`src/rtl/alu_flag_stage_if.sv`:
```
// Sequencer-facing bundle of the ALU flag stage: request operands and the
// registered result/flag/strobe outputs that feed the status register.
interface alu_flag_stage_if #(
  parameter int WIDTH = 16
);
  logic             start;
  logic [2:0]       op;
  logic [WIDTH-1:0] a;
  logic [WIDTH-1:0] b;
  logic             cIn;
  logic [WIDTH-1:0] y;
  logic             cFlag;
  logic             zFlag;
  logic             notLoadStatus;
  logic             busy;
  logic             done;

  modport master (
    output start, op, a, b, cIn,
    input  y, cFlag, zFlag, notLoadStatus, busy, done
  );

  modport slave (
    input  start, op, a, b, cIn,
    output y, cFlag, zFlag, notLoadStatus, busy, done
  );
endinterface

```
`src/rtl/alu_flag_stage.sv`:
```
// ALU stage ahead of the status register: single-cycle add/sub/logic ops,
// one-bit-per-clock shifts, and a one-cycle active-low status load strobe.
module alu_flag_stage #(
  parameter int WIDTH = 16,
  parameter int SHW   = 4
) (
  input  logic             clock,
  input  logic             reset,
  alu_flag_stage_if.slave  bus
);

  typedef enum logic [1:0] {
    IDLE  = 2'd0,
    SHIFT = 2'd1,
    DONE  = 2'd2
  } state_t;

  localparam logic [2:0] OP_ADD = 3'b000;
  localparam logic [2:0] OP_ADC = 3'b001;
  localparam logic [2:0] OP_SUB = 3'b010;
  localparam logic [2:0] OP_SBC = 3'b011;
  localparam logic [2:0] OP_AND = 3'b100;
  localparam logic [2:0] OP_OR  = 3'b101;
  localparam logic [2:0] OP_SHL = 3'b110;
  localparam logic [2:0] OP_SHR = 3'b111;

  state_t           state_r;
  logic [WIDTH-1:0] y_r;
  logic             c_r;
  logic             z_r;
  logic             busy_r;
  logic             done_r;
  logic             nload_r;
  logic             shl_r;
  logic [SHW-1:0]   cnt_r;

  logic [WIDTH:0]   sum_s;
  logic [WIDTH-1:0] b_opnd_s;
  logic             carry_in_s;
  logic [WIDTH-1:0] shifted_s;
  logic             shift_out_s;
  logic [SHW-1:0]   amt_s;

  // Operand conditioning for the (WIDTH+1)-bit adder used by all arithmetic ops.
  always_comb begin
    b_opnd_s   = bus.b;
    carry_in_s = 1'b0;
    case (bus.op)
      OP_ADD: begin
        b_opnd_s   = bus.b;
        carry_in_s = 1'b0;
      end
      OP_ADC: begin
        b_opnd_s   = bus.b;
        carry_in_s = bus.cIn;
      end
      OP_SUB: begin
        b_opnd_s   = ~bus.b;
        carry_in_s = 1'b1;
      end
      OP_SBC: begin
        b_opnd_s   = ~bus.b;
        carry_in_s = bus.cIn;
      end
      default: begin
        b_opnd_s   = bus.b;
        carry_in_s = 1'b0;
      end
    endcase
    sum_s = {1'b0, bus.a} + {1'b0, b_opnd_s} + {{WIDTH{1'b0}}, carry_in_s};
  end

  // One-bit shift of the work register (held in y_r) and the bit that falls out.
  always_comb begin
    if (shl_r) begin
      shifted_s   = {y_r[WIDTH-2:0], 1'b0};
      shift_out_s = y_r[WIDTH-1];
    end else begin
      shifted_s   = {1'b0, y_r[WIDTH-1:1]};
      shift_out_s = y_r[0];
    end
    amt_s = bus.b[SHW-1:0];
  end

  // Control FSM with all handshake, result and flag outputs registered.
  always_ff @(posedge clock or posedge reset) begin
    if (reset) begin
      state_r <= IDLE;
      y_r     <= {WIDTH{1'b0}};
      c_r     <= 1'b0;
      z_r     <= 1'b0;
      busy_r  <= 1'b0;
      done_r  <= 1'b0;
      nload_r <= 1'b1;
      shl_r   <= 1'b0;
      cnt_r   <= {SHW{1'b0}};
    end else begin
      case (state_r)
        IDLE: begin
          done_r  <= 1'b0;
          nload_r <= 1'b1;
          if (bus.start) begin
            busy_r <= 1'b1;
            case (bus.op)
              OP_ADD, OP_ADC, OP_SUB, OP_SBC: begin
                y_r     <= sum_s[WIDTH-1:0];
                c_r     <= sum_s[WIDTH];
                z_r     <= (sum_s[WIDTH-1:0] == {WIDTH{1'b0}});
                state_r <= DONE;
                done_r  <= 1'b1;
                nload_r <= 1'b0;
              end
              OP_AND: begin
                y_r     <= bus.a & bus.b;
                c_r     <= 1'b0;
                z_r     <= ((bus.a & bus.b) == {WIDTH{1'b0}});
                state_r <= DONE;
                done_r  <= 1'b1;
                nload_r <= 1'b0;
              end
              OP_OR: begin
                y_r     <= bus.a | bus.b;
                c_r     <= 1'b0;
                z_r     <= ((bus.a | bus.b) == {WIDTH{1'b0}});
                state_r <= DONE;
                done_r  <= 1'b1;
                nload_r <= 1'b0;
              end
              OP_SHL, OP_SHR: begin
                y_r   <= bus.a;
                shl_r <= (bus.op == OP_SHL);
                cnt_r <= amt_s;
                if (amt_s == {SHW{1'b0}}) begin
                  c_r     <= 1'b0;
                  z_r     <= (bus.a == {WIDTH{1'b0}});
                  state_r <= DONE;
                  done_r  <= 1'b1;
                  nload_r <= 1'b0;
                end else begin
                  state_r <= SHIFT;
                end
              end
              default: begin
                state_r <= IDLE;
                busy_r  <= 1'b0;
              end
            endcase
          end else begin
            busy_r <= 1'b0;
          end
        end
        SHIFT: begin
          y_r   <= shifted_s;
          c_r   <= shift_out_s;
          cnt_r <= cnt_r - SHW'(1);
          if (cnt_r == SHW'(1)) begin
            z_r     <= (shifted_s == {WIDTH{1'b0}});
            state_r <= DONE;
            done_r  <= 1'b1;
            nload_r <= 1'b0;
          end else begin
            state_r <= SHIFT;
          end
        end
        DONE: begin
          state_r <= IDLE;
          busy_r  <= 1'b0;
          done_r  <= 1'b0;
          nload_r <= 1'b1;
        end
        default: begin
          state_r <= IDLE;
          busy_r  <= 1'b0;
          done_r  <= 1'b0;
          nload_r <= 1'b1;
        end
      endcase
    end
  end

  assign bus.y             = y_r;
  assign bus.cFlag         = c_r;
  assign bus.zFlag         = z_r;
  assign bus.busy          = busy_r;
  assign bus.done          = done_r;
  assign bus.notLoadStatus = nload_r;

endmodule

```
`src/flat_wrapper.sv`:
```
// flat-port wrapper written by rule: the top's interface ports become plain ports
module alu_flag_stage_flat 
#(
  parameter int WIDTH = 16,
  parameter int SHW   = 4
)
  (clock, reset, bus_start, bus_op, bus_a, bus_b, bus_cIn, bus_y, bus_cFlag, bus_zFlag, bus_notLoadStatus, bus_busy, bus_done);
  alu_flag_stage_if #(.WIDTH(WIDTH)) bus_i ();
  input  logic clock;
  input  logic reset;
  input wire logic [$bits(bus_i.start)-1:0] bus_start;
  input wire logic [$bits(bus_i.op)-1:0] bus_op;
  input wire logic [$bits(bus_i.a)-1:0] bus_a;
  input wire logic [$bits(bus_i.b)-1:0] bus_b;
  input wire logic [$bits(bus_i.cIn)-1:0] bus_cIn;
  output wire logic [$bits(bus_i.y)-1:0] bus_y;
  output wire logic [$bits(bus_i.cFlag)-1:0] bus_cFlag;
  output wire logic [$bits(bus_i.zFlag)-1:0] bus_zFlag;
  output wire logic [$bits(bus_i.notLoadStatus)-1:0] bus_notLoadStatus;
  output wire logic [$bits(bus_i.busy)-1:0] bus_busy;
  output wire logic [$bits(bus_i.done)-1:0] bus_done;
  assign bus_i.start = bus_start;
  assign bus_i.op = bus_op;
  assign bus_i.a = bus_a;
  assign bus_i.b = bus_b;
  assign bus_i.cIn = bus_cIn;
  assign bus_y = bus_i.y;
  assign bus_cFlag = bus_i.cFlag;
  assign bus_zFlag = bus_i.zFlag;
  assign bus_notLoadStatus = bus_i.notLoadStatus;
  assign bus_busy = bus_i.busy;
  assign bus_done = bus_i.done;
  alu_flag_stage #(.WIDTH(WIDTH), .SHW(SHW)) u_core (.clock(clock), .reset(reset), .bus(bus_i));
endmodule
```
`config.mk`:
```
export PLATFORM = sky130hd
export DESIGN_NAME = alu_flag_stage_flat
export DESIGN_NICKNAME = d
export VERILOG_FILES = /design/src/rtl/alu_flag_stage_if.sv /design/src/rtl/alu_flag_stage.sv /design/src/flat_wrapper.sv
export SDC_FILE = /design/constraint.sdc
export NUM_CORES = 1
export LEC_CHECK = 0
export ABC_AREA = 1
export CAP_MARGIN = 10
export CORE_MARGIN = 10
export CORE_UTILIZATION = 39
export CTS_CLUSTER_DIAMETER = 80
export CTS_CLUSTER_SIZE = 28
export DETAILED_ROUTE_END_ITERATION = 7
export DONT_BUFFER_PORTS = 1
export PLACE_DENSITY = 0.57
export REMOVE_ABC_BUFFERS = 1
export SLEW_MARGIN = 15
export SYNTH_ARGS = -nofsm -noshare
export SYNTH_HDL_FRONTEND = slang
export SYNTH_SLANG_ARGS = --single-unit
```
`constraint.sdc`:
```
create_clock -name clock -period 3.8 [get_ports clock]
set_clock_uncertainty 0.15 [all_clocks]
set_input_delay 0.57 -clock clock [delete_from_list [all_inputs] [get_ports clock]]
set_output_delay 0.57 -clock clock [all_outputs]
set_load 0.1 [all_outputs]
```
==> qor.txt, run 1 <==
CORE AREA -> 8340 sq um
Worst-path clk slew -> 110 ps
RSZ-0062 raised after global routing -> no
routed length on met3 -> 965 microns
Ports -> 60
GPL Wtd Cong -> 0.973
NetSw -> 1.40 mW
Post-Synthesis Cells -> 541
CTS max path bufs -> 2
Remaining DRCs -> 0
met2 wire length -> 5390 microns
power per cell area -> 629 nW/um^2
M1 WL -> 5030 microns
synth-to-layout area growth -> 7.15%
fmax -> 345 MHz
clk sinks -> 28
LEAKAGE -> 1.75 nW
max layer used -> met4
IO Port Bufs -> 0
Hold Buf Count CTS -> 0
Final ANT Viol Nets -> 0
crit path DAT -> 2970 ps
Hold/Removal Path Class -> in2async
kind of critical path -> in2reg
#FFs+latches synth -> 28
die area -> 12800 sq um
grt total ovfl -> 0
Startpoint Class -> input port
Max-Cap Viols -> 0
Cell Rows -> 33
Register-to-Register Path Depth -> 7
cell taking the most area after synthesis -> dfrtp_1
Pint -> 886 uW
CP required -> 3880 ps
Post-synth ARST share -> 1.00
die width -> 113 microns
WL/cell -> 18.0 microns
number of global-route vias before repair -> 3518
Die Span Y -> 113 microns
DP HPWL -> 9710 microns
proportion of layout cells with a drive suffix above 1 -> 0.0947
Post-Route WL -> 11800 microns
DR iter-0 viols -> 332
post-synth cell types -> 50
Placed Instances -> 650
status -> completed
NumNets Final -> 608
final count of negative-setup-slack endpoints -> 0
post-synthesis sequential area ratio -> 0.207
EDFF count, synth -> 0
top cells by instance count after synthesis -> nand2_1, inv_1, nor2_1, nand3_1, o21ai_0
final slew viol count -> 0
Slew @ Worst Pin -> 1010 ps
crit-path max FO -> 10
Main synth FF type -> dfrtp_1
clock group share of total power -> 0.108
R2R setup slack -> 1440 ps
PostCTS Resize Cnt -> 0
root buf cell -> clkbuf_8
drt pass-1 iters -> 7
Initial Util -> 0.407
H-tree levels -> 1
Yosys top cell area share -> 0.199
gr usage total -> 0.175
n_diodes -> 0
Syn Area/Cell -> 6.28 sq um
Tmin final -> 2890 ps
largest net degree at the start of global routing -> 29
Gate power share -> 0.535
synth top area cells -> dfrtp_1, nand2_1, inv_1
Fin Setup TNS -> 0 ps
setup repair bufs after CTS -> 0
first-pass GRT wire length -> 18500 microns
fin crit share -> 0.762
Sw Share -> 0.613
Netlist Area Pre-Place -> 3400 sq um
CTS tree -> yes
total CTS buffers -> 3
initial antenna violation count -> 0
Peak VDD IR -> 233 uV
CP Capture Type -> flop
Hold Fails Final Rpt -> 0
count leader, synth -> nand2_1
Flop pwr share -> 0.357
worst relative slew slack -> 0.329
Vias/cell -> 5.66
Finished Layout Cells -> 654
clk_lat worst skew -> 280 ps
Vias -> 3700
Synth Warn # -> 0
-- power groups by stage --
stage	Combinational [mW]	Sequential [mW]	Clock [mW]
floorplan	0.593	1.14	0
global placement	1.20	0.823	0
detailed placement	1.21	0.824	0
CTS	1.22	0.817	0.247
global route	1.34	0.833	0.255
finish	1.22	0.817	0.246
-- final timing paths --
path / startpoint / end
worst max-delay path: bus_op[2] / u_core.bus.zFlag
worst min-delay path: reset / u_core.bus.y[15]
worst max register to register: u_core.state_r[0] / u_core.bus.zFlag
worst min register to register: u_core.bus.y[1] / u_core.bus.y[1]
max in group asynchronous: reset / u_core.bus.y[4]
min in group clock: bus_b[3] / u_core.cnt_r[3]
-- stage by stage --
| step | area (sq um) | hold WS [ps] | util | total power, mW | setup slack (ps) |
|---|---|---|---|---|---|
| 6_report | 3640 | 68.9 | 0.436 | 2.29 | 906 |
| 3_5_place_dp | 3570 | 399 | 0.428 | 2.04 | 611 |
| 3_3_place_gp | 3570 | 389 | 0.428 | 2.03 | 720 |
| 2_1_floorplan | 3340 | 398 | - | 1.73 | 531 |
| 4_1_cts | 3640 | 263 | 0.436 | 2.28 | 898 |
| 5_1_grt | 3640 | 139 | 0.436 | 2.43 | 691 |
-- layout make-up --
type,count,area [sq um]
fill,931,4700
sequential,28,702
timing repair buffer,13,97.6
clock inverter,1,30.0
clock buffer,3,41.3
multi-input combinational,434,2370
tap,105,131
inverter,70,270
-- state kept, by name (all words and copies together), names as in the netlist --
name and count:
u_core.bus.cFlag 1, u_core.bus.notLoadStatus 1, u_core.bus.y 16, u_core.bus.busy 1
u_core.state_r 2, u_core.bus.zFlag 1, u_core.cnt_r 4, u_core.bus.done 1
u_core.shl_r 1
-- kinds of logic (layout without fill, tap and decap cells) --
group / after synthesis / after routing / synth area share
AND/OR/NAND/NOR: 291 / 291 / 0.380
AO/OA/AOI/OAI: 104 / 104 / 0.191
buffers and inverters: 79 / 87 / 0.0965
flip-flops: 28 / 28 / 0.207
adder cells (fa/ha/maj): 19 / 19 / 0.0744
XOR/XNOR: 19 / 19 / 0.0490
multiplexers: 1 / 1 / 0.00295
-- routing by layer --
| layer | GRT usage | vias up |
|---|---|---|
| li1 | - | 1818 |
| met2 | 0.281 | 171 |
| met4 | 0.0677 | 0 |
| met1 | 0.229 | 1686 |
| met5 | 0 | - |
| met3 | 0.0269 | 25 |
-- worst max-delay path, stage by stage --
cell     delay, ps
inv_6           60
nand2_1        210
o21ai_0        220
inv_1           70
fa_1           350
inv_1          120
fa_1           440
nor2_1         160
nand3_1         90
nor2_1         120
nand3_1         90
nor2_1          90
nand4_1         90
nor2_1          90
nand3_1         80
a21oi_2        110
-- cell usage in the layout (no fill, tap or decap), drive strengths merged --
| master | n |
|---|---|
| nor2 | 62 |
| or2 | 6 |
| clkbuf | 3 |
| nand3 | 44 |
| a31oi | 4 |
| o2111ai | 1 |
| nand3b | 4 |
| a21boi | 1 |
| o21ai | 41 |
| a211oi | 2 |
| ha | 17 |
| inv | 70 |
| a32o | 1 |
| o221ai | 5 |
| xnor2 | 13 |
| xor2 | 6 |
| nor4 | 4 |
| a2bb2oi | 1 |
| a21oi | 26 |
| o211ai | 10 |
| buf | 13 |
| a32oi | 1 |
| o21a | 2 |
| a31o | 1 |
| mux2i | 1 |
| bufinv | 1 |
| nor3 | 4 |
| a22oi | 7 |
| dfstp | 1 |
| fa | 2 |
| dfrtp | 27 |
| nand4 | 10 |
| nand2 | 157 |
| o21bai | 1 |
Power figures use the tool's default switching activity.
==> inputs of run 2 (changes only) <==
Clock period 3.8 ns to 2.9 ns, I/O delays scaled along.
==> run 2 against run 1 <==
  * Combinational power up 57%
  * Setup slack lost 670 ps
  * Die area unchanged
  * Count of clock-buffer cells in the layout stayed put
  * Sequential cell count did not move
  * Non-clock buffer count rose by 15
  * Critical path depth did not move
  * Worst hold slack gained 64 ps
  * Sequential share of layout area is 0.59 points lower
  * Design area is 3.2% higher
  * Sequential power increased by 1%
  * Global-route usage up 1.4 points
  * Critical endpoint unchanged
==> qor.txt, run 2 (same netlist as run 1, synthesis figures left out) <==
Hold Buf Count CTS -> 1 (was 0)
NetSw -> 1.84 mW (was 1.40 mW)
Tmin final -> 2660 ps
Max-Cap Viols -> 0 (unchanged)
crit path DAT -> 2720 ps (was 2970 ps)
NumNets Final -> 623 (was 608)
Worst-path clk slew -> 100 ps (was 110 ps)
Remaining DRCs -> 0 (unchanged)
synth-to-layout area growth -> 10.5% (was 7.15%)
largest net degree at the start of global routing -> 29 (unchanged)
Final ANT Viol Nets -> 0 (unchanged)
DP HPWL -> 10500 microns (was 9710 microns)
Sw Share -> 0.600 (was 0.613)
PostCTS Resize Cnt -> 0 (unchanged)
Vias/cell -> 5.52 (was 5.66)
root buf cell -> clkbuf_8 (unchanged)
Peak VDD IR -> 379 uV (was 233 uV)
fin crit share -> 0.918
Die Span Y -> 113 microns (unchanged)
Hold Path Stages -> 2
Placed Instances -> 664 (was 650)
Post-Route WL -> 12500 microns (was 11800 microns)
total CTS buffers -> 3 (unchanged)
GPL Wtd Cong -> 0.905 (was 0.973)
CP most frequent cell -> nor2_1 (unchanged)
Pint -> 1.22 mW (was 886 uW)
Slowest Stage Delay on Critical Path -> 410 ps (was 440 ps)
CP Capture Type -> flop (unchanged)
crit path max-delay cell type -> fa_1 (unchanged)
hold_ws -> 133 ps (was 68.9 ps)
Ports -> 60 (unchanged)
drt pass-1 iters -> 5 (was 7)
CTS tree -> yes (unchanged)
Hold/Removal Path Class -> in2reg (was in2async)
commonest non-fill, non-tap cells in the layout -> nand2_1, inv_1, nor2_1, nand3_1, o21ai_0 (unchanged)
proportion of layout cells with a drive suffix above 1 -> 0.115 (was 0.0947)
worst relative slew slack -> 0.373 (was 0.329)
WL/cell -> 18.7 microns (was 18.0 microns)
DR iter-0 viols -> 233 (was 332)
Hold Fails Final Rpt -> 0 (unchanged)
die area -> 12800 sq um (unchanged)
Buf/Inv on CP -> 3 (unchanged)
Finished Layout Cells -> 669 (was 654)
Initial Util -> 0.407 (unchanged)
IO Port Bufs -> 0 (unchanged)
Top delay family on crit path -> simple AND/OR/NAND/NOR gates (unchanged)
clk sinks -> 28 (unchanged)
max FFs per register -> 16 (unchanged)
die width -> 113 microns (unchanged)
gr usage total -> 0.189 (was 0.175)
first-pass GRT wire length -> 19500 microns (was 18500 microns)
kind of critical path -> in2reg (unchanged)
worst path cell trace -> inv_6 -> nand2_1 -> o21ai_0 -> inv_1 -> fa_1 -> inv_1 -> fa_1 -> nor2_1 -> nand3_1 -> nor2_1 -> nand3_1 -> nor2_1 -> nand4_1 -> nor2_1 -> nand3_1 -> a21oi_2 (unchanged)
initial antenna violation count -> 0 (unchanged)
CP required -> 2960 ps (was 3880 ps)
Flop pwr share -> 0.271 (was 0.357)
number of global-route vias before repair -> 3533 (was 3518)
total power -> 3.06 mW (was 2.29 mW)
M1 WL -> 5490 microns (was 5030 microns)
clock group share of total power -> 0.101 (was 0.108)
Register-to-Register Path Depth -> 8 (was 7)
power per cell area -> 815 nW/um^2 (was 629 nW/um^2)
CTS max path bufs -> 2 (unchanged)
Gate power share -> 0.628 (was 0.535)
clk_lat worst skew -> 270 ps (was 280 ps)
n_diodes -> 0 (unchanged)
setup repair bufs after CTS -> 0 (unchanged)
pre-CTS setup slack -> -48.1 ps (was 611 ps)
Slew @ Worst Pin -> 941 ps (was 1010 ps)
fmax -> 376 MHz
H-tree levels -> 1 (unchanged)
Cell Rows -> 33 (unchanged)
status -> completed (unchanged)
met2 wire length -> 5960 microns (was 5390 microns)
Final WS setup -> 238 ps (was 906 ps)
Vias -> 3695 (was 3700)
Worst path depth -> 16 (unchanged)
most common cell after layout, fill and taps aside -> nand2_1 (unchanged)
LEAKAGE -> 1.82 nW (was 1.75 nW)
final slew viol count -> 0 (unchanged)
crit-path max FO -> 10 (unchanged)
max layer used -> met4 (unchanged)
CORE AREA -> 8340 sq um (unchanged)
final count of negative-setup-slack endpoints -> 0 (unchanged)
Startpoint Class -> input port (unchanged)
RSZ-0062 raised after global routing -> no (unchanged)
grt total ovfl -> 0 (unchanged)
routed length on met3 -> 827 microns (was 965 microns)
==> run 2: metrics by stage <==
| step | cell area [sq um] | utilization | setup TNS [ps] |
|---|---|---|---|
| floorplan | 3340 | - | -294 |
| finish | 3750 | 0.450 | 0 |
| CTS | 3750 | 0.450 | 0 |
| global route | 3750 | 0.450 | 0 |
| detailed placement | 3670 | 0.440 | -48.1 |
| global placement | 3670 | 0.440 | 0 |
==> run 2: area by class of cell <==
class	count	area, sq um
fill	924	4590
multi-input combinational	434	2370
clock inverter	1	30.0
inverter	70	270
timing repair buffer	28	213
clock buffer	3	41.3
sequential	28	702
tap	105	131
==> run 2: worst reg2reg max path, stage by stage, from the launching register on <==
cell	delay (ps)
dfrtp_1	790
inv_2	240
o21ai_0	340
nand4_1	130
nor2_1	130
nand2_1	60
nand2_1	90
a21oi_2	40
a21oi_2	130
==> run 2: power groups by stage <==
stage,sequential [mW],clock (mW),combinational (mW)
6_report,0.828,0.311,1.92
2_1_floorplan,1.50,0,0.777
3_3_place_gp,0.835,0,1.90
5_1_grt,0.848,0.338,2.08
4_1_cts,0.831,0.317,1.92
3_5_place_dp,0.838,0,1.91
==> run 2: per-layer routing <==
metal | track usage | up-vias
li1 | - | 1851
met1 | 0.247 | 1707
met3 | 0.0248 | 18
met4 | 0.0575 | 0
met5 | 0 | -
met2 | 0.313 | 119
==> run 2: final timing paths <==
kind	startpoint	endpoint	slack, ps
setup / recovery	bus_op[2]	u_core.bus.zFlag	240
hold / removal	bus_b[3]	u_core.cnt_r[3]	130
setup reg to reg	u_core.shl_r	u_core.bus.zFlag	730
hold reg to reg	u_core.bus.y[6]	u_core.bus.y[6]	410
max in group asynchronous	reset	u_core.bus.notLoadStatus	1780
min in group asynchronous	reset	u_core.bus.y[15]	500
==> inputs of run 3 (changes only) <==
Settings changed: RECOVER_POWER set to 50.
==> run 3 against run 2 <==
  * The flow now finishes with violations (capacitance limit, slew limit)
  * Utilization is 0.40 points lower
  * Combinational power is 2% lower
  * Clock power hardly changed
  * Cell count stayed put
  * Sequential cell count stayed put
  * First-iteration DRC count is 5.6% lower
  * Worst hold slack worse by 1.0 ps
  * Design area is 0.90% lower
==> qor.txt, run 3 (same netlist as run 1, synthesis figures left out) <==
H-tree levels -> 1 (unchanged)
Slew @ Worst Pin -> 1550 ps (was 941 ps)
fmax -> 376 MHz (about the same)
gr usage total -> 0.189 (unchanged)
power per cell area -> 812 nW/um^2 (was 815 nW/um^2)
first-pass GRT wire length -> 19500 microns (unchanged)
CP Capture Type -> flop (unchanged)
most common cell after layout, fill and taps aside -> nand2_1 (unchanged)
DR iter-0 viols -> 220 (was 233)
CP required -> 2960 ps (about the same)
clk_lat worst skew -> 280 ps (was 270 ps)
max FFs per register -> 16 (unchanged)
Peak VDD IR -> 353 uV (was 379 uV)
Hold Fails Final Rpt -> 0 (unchanged)
kind of critical path -> in2reg (unchanged)
LEAKAGE -> 1.79 nW (was 1.82 nW)
CTS tree -> yes (unchanged)
root buf cell -> clkbuf_8 (unchanged)
Die Span Y -> 113 microns (unchanged)
proportion of layout cells with a drive suffix above 1 -> 0.0957 (was 0.115)
RSZ-0062 raised after global routing -> no (unchanged)
Initial Util -> 0.407 (unchanged)
Vias/cell -> 5.54 (was 5.52)
status -> finished with violations (was completed)
NumNets Final -> 623 (unchanged)
fill count -> 937 (was 924)
largest net degree at the start of global routing -> 29 (unchanged)
IO Port Bufs -> 0 (unchanged)
grt total ovfl -> 0 (unchanged)
initial antenna violation count -> 0 (unchanged)
Core Util, Final -> 0.446 (was 0.450)
Post-Route WL -> 12600 microns (was 12500 microns)
Hold/Removal Path Class -> in2reg (unchanged)
final count of negative-setup-slack endpoints -> 0 (unchanged)
PostCTS Resize Cnt -> 0 (unchanged)
hold_ws -> 132 ps (was 133 ps)
Final ANT Viol Nets -> 0 (unchanged)
Hold Buf Count CTS -> 1 (unchanged)
die area -> 12800 sq um (unchanged)
Worst-path clk slew -> 100 ps (about the same)
clk sinks -> 28 (unchanged)
failing checks -> capacitance limit, slew limit
Cell Rows -> 33 (unchanged)
DP HPWL -> 10500 microns (unchanged)
final slew viol count -> 29 (was 0)
Startpoint Class -> input port (unchanged)
Ports -> 60 (unchanged)
Remaining DRCs -> 0 (unchanged)
Tmin final -> 2660 ps (about the same)
total CTS buffers -> 3 (unchanged)
n_diodes -> 0 (unchanged)
setup repair bufs after CTS -> 0 (unchanged)
Max-Cap Viols -> 1 (was 0)
synth-to-layout area growth -> 9.54% (was 10.5%)
number of global-route vias before repair -> 3533 (unchanged)
Vias -> 3705 (was 3695)
drt pass-1 iters -> 5 (unchanged)
CORE AREA -> 8340 sq um (unchanged)
crit path DAT -> 2720 ps (about the same)
fin crit share -> 0.917 (was 0.918)
WL/cell -> 18.8 microns (was 18.7 microns)
crit-path max FO -> 10 (unchanged)
GPL Wtd Cong -> 0.905 (unchanged)
worst relative slew slack -> -0.0306 (was 0.373)
commonest non-fill, non-tap cells in the layout -> nand2_1, inv_1, nor2_1, nand3_1, o21ai_0 (unchanged)
CTS max path bufs -> 2 (unchanged)
die width -> 113 microns (unchanged)
[run 3: cell types whose count changed in the layout (fill, tap and decap cells not counted)]
cell | previous run | this run
inv_1 | 62 | 64
clkbuf_1 | 0 | 9
inv_2 | 6 | 4
buf_4 | 27 | 18
[run 3: stage by stage]
stage	setup TNS (ps)	instance area [sq um]	instances	setup slack (ps)	power [mW]
2_1_floorplan	-294	3340	532	-234	2.27
5_1_grt	0	3720	669	72.8	3.22
3_3_place_gp	0	3670	664	61.5	2.74
6_report	0	3720	669	240	3.02
4_1_cts	0	3750	669	226	3.07
3_5_place_dp	-48.1	3670	664	-48.1	2.75
[run 3: metal layers]
| layer | vias to the layer above | track usage | wire (microns) |
|---|---|---|---|
| met5 | - | 0 | 0 |
| met4 | 0 | 0.0575 | 219 |
| met3 | 14 | 0.0248 | 916 |
| met2 | 142 | 0.313 | 6020 |
| met1 | 1701 | 0.247 | 5440 |
| li1 | 1848 | - | - |
[run 3: worst max-delay path, cell delays in order]
cell	delay (ps)
inv_6	60
nand2_1	110
o21ai_0	180
inv_1	70
fa_1	360
inv_1	100
fa_1	420
nor2_1	160
nand3_1	100
nor2_1	120
nand3_1	80
nor2_1	100
nand4_1	90
nor2_1	100
nand3_1	110
a21oi_2	130
[run 3: power breakdown]
group / switching, mW / leakage (nW) / internal, mW
clock network: 0.126 / 0.0357 / 0.185
logic: 1.42 / 1.42 / 0.461
registers: 0.288 / 0.335 / 0.538
total: 1.84 / 1.79 / 1.18
[run 3: cell type report]
cell class / instances / area [sq um] / area share
inverter: 70 / 270 / 0.0727
sequential: 28 / 702 / 0.189
multi-input combinational: 434 / 2370 / 0.636
clock inverter: 1 / 30.0 / 0.00807
tap: 105 / 131 / 0.0353
timing repair buffer: 28 / 179 / 0.0481
clock buffer: 3 / 41.3 / 0.0111
[run 3: final timing paths]
| kind | end | cells after the start | slack, ps | start |
|---|---|---|---|---|
| setup reg to reg | u_core.bus.zFlag | 10 | 340 | u_core.bus.y[5] |
| hold reg to reg | u_core.bus.y[6] | 2 | 400 | u_core.bus.y[6] |
| max in group asynchronous | u_core.bus.y[0] | 3 | 730 | reset |
| hold / removal | u_core.cnt_r[3] | 2 | 130 | bus_b[3] |
| min in group asynchronous | u_core.bus.y[15] | 3 | 970 | reset |
| setup / recovery | u_core.bus.zFlag | 16 | 240 | bus_op[2] |
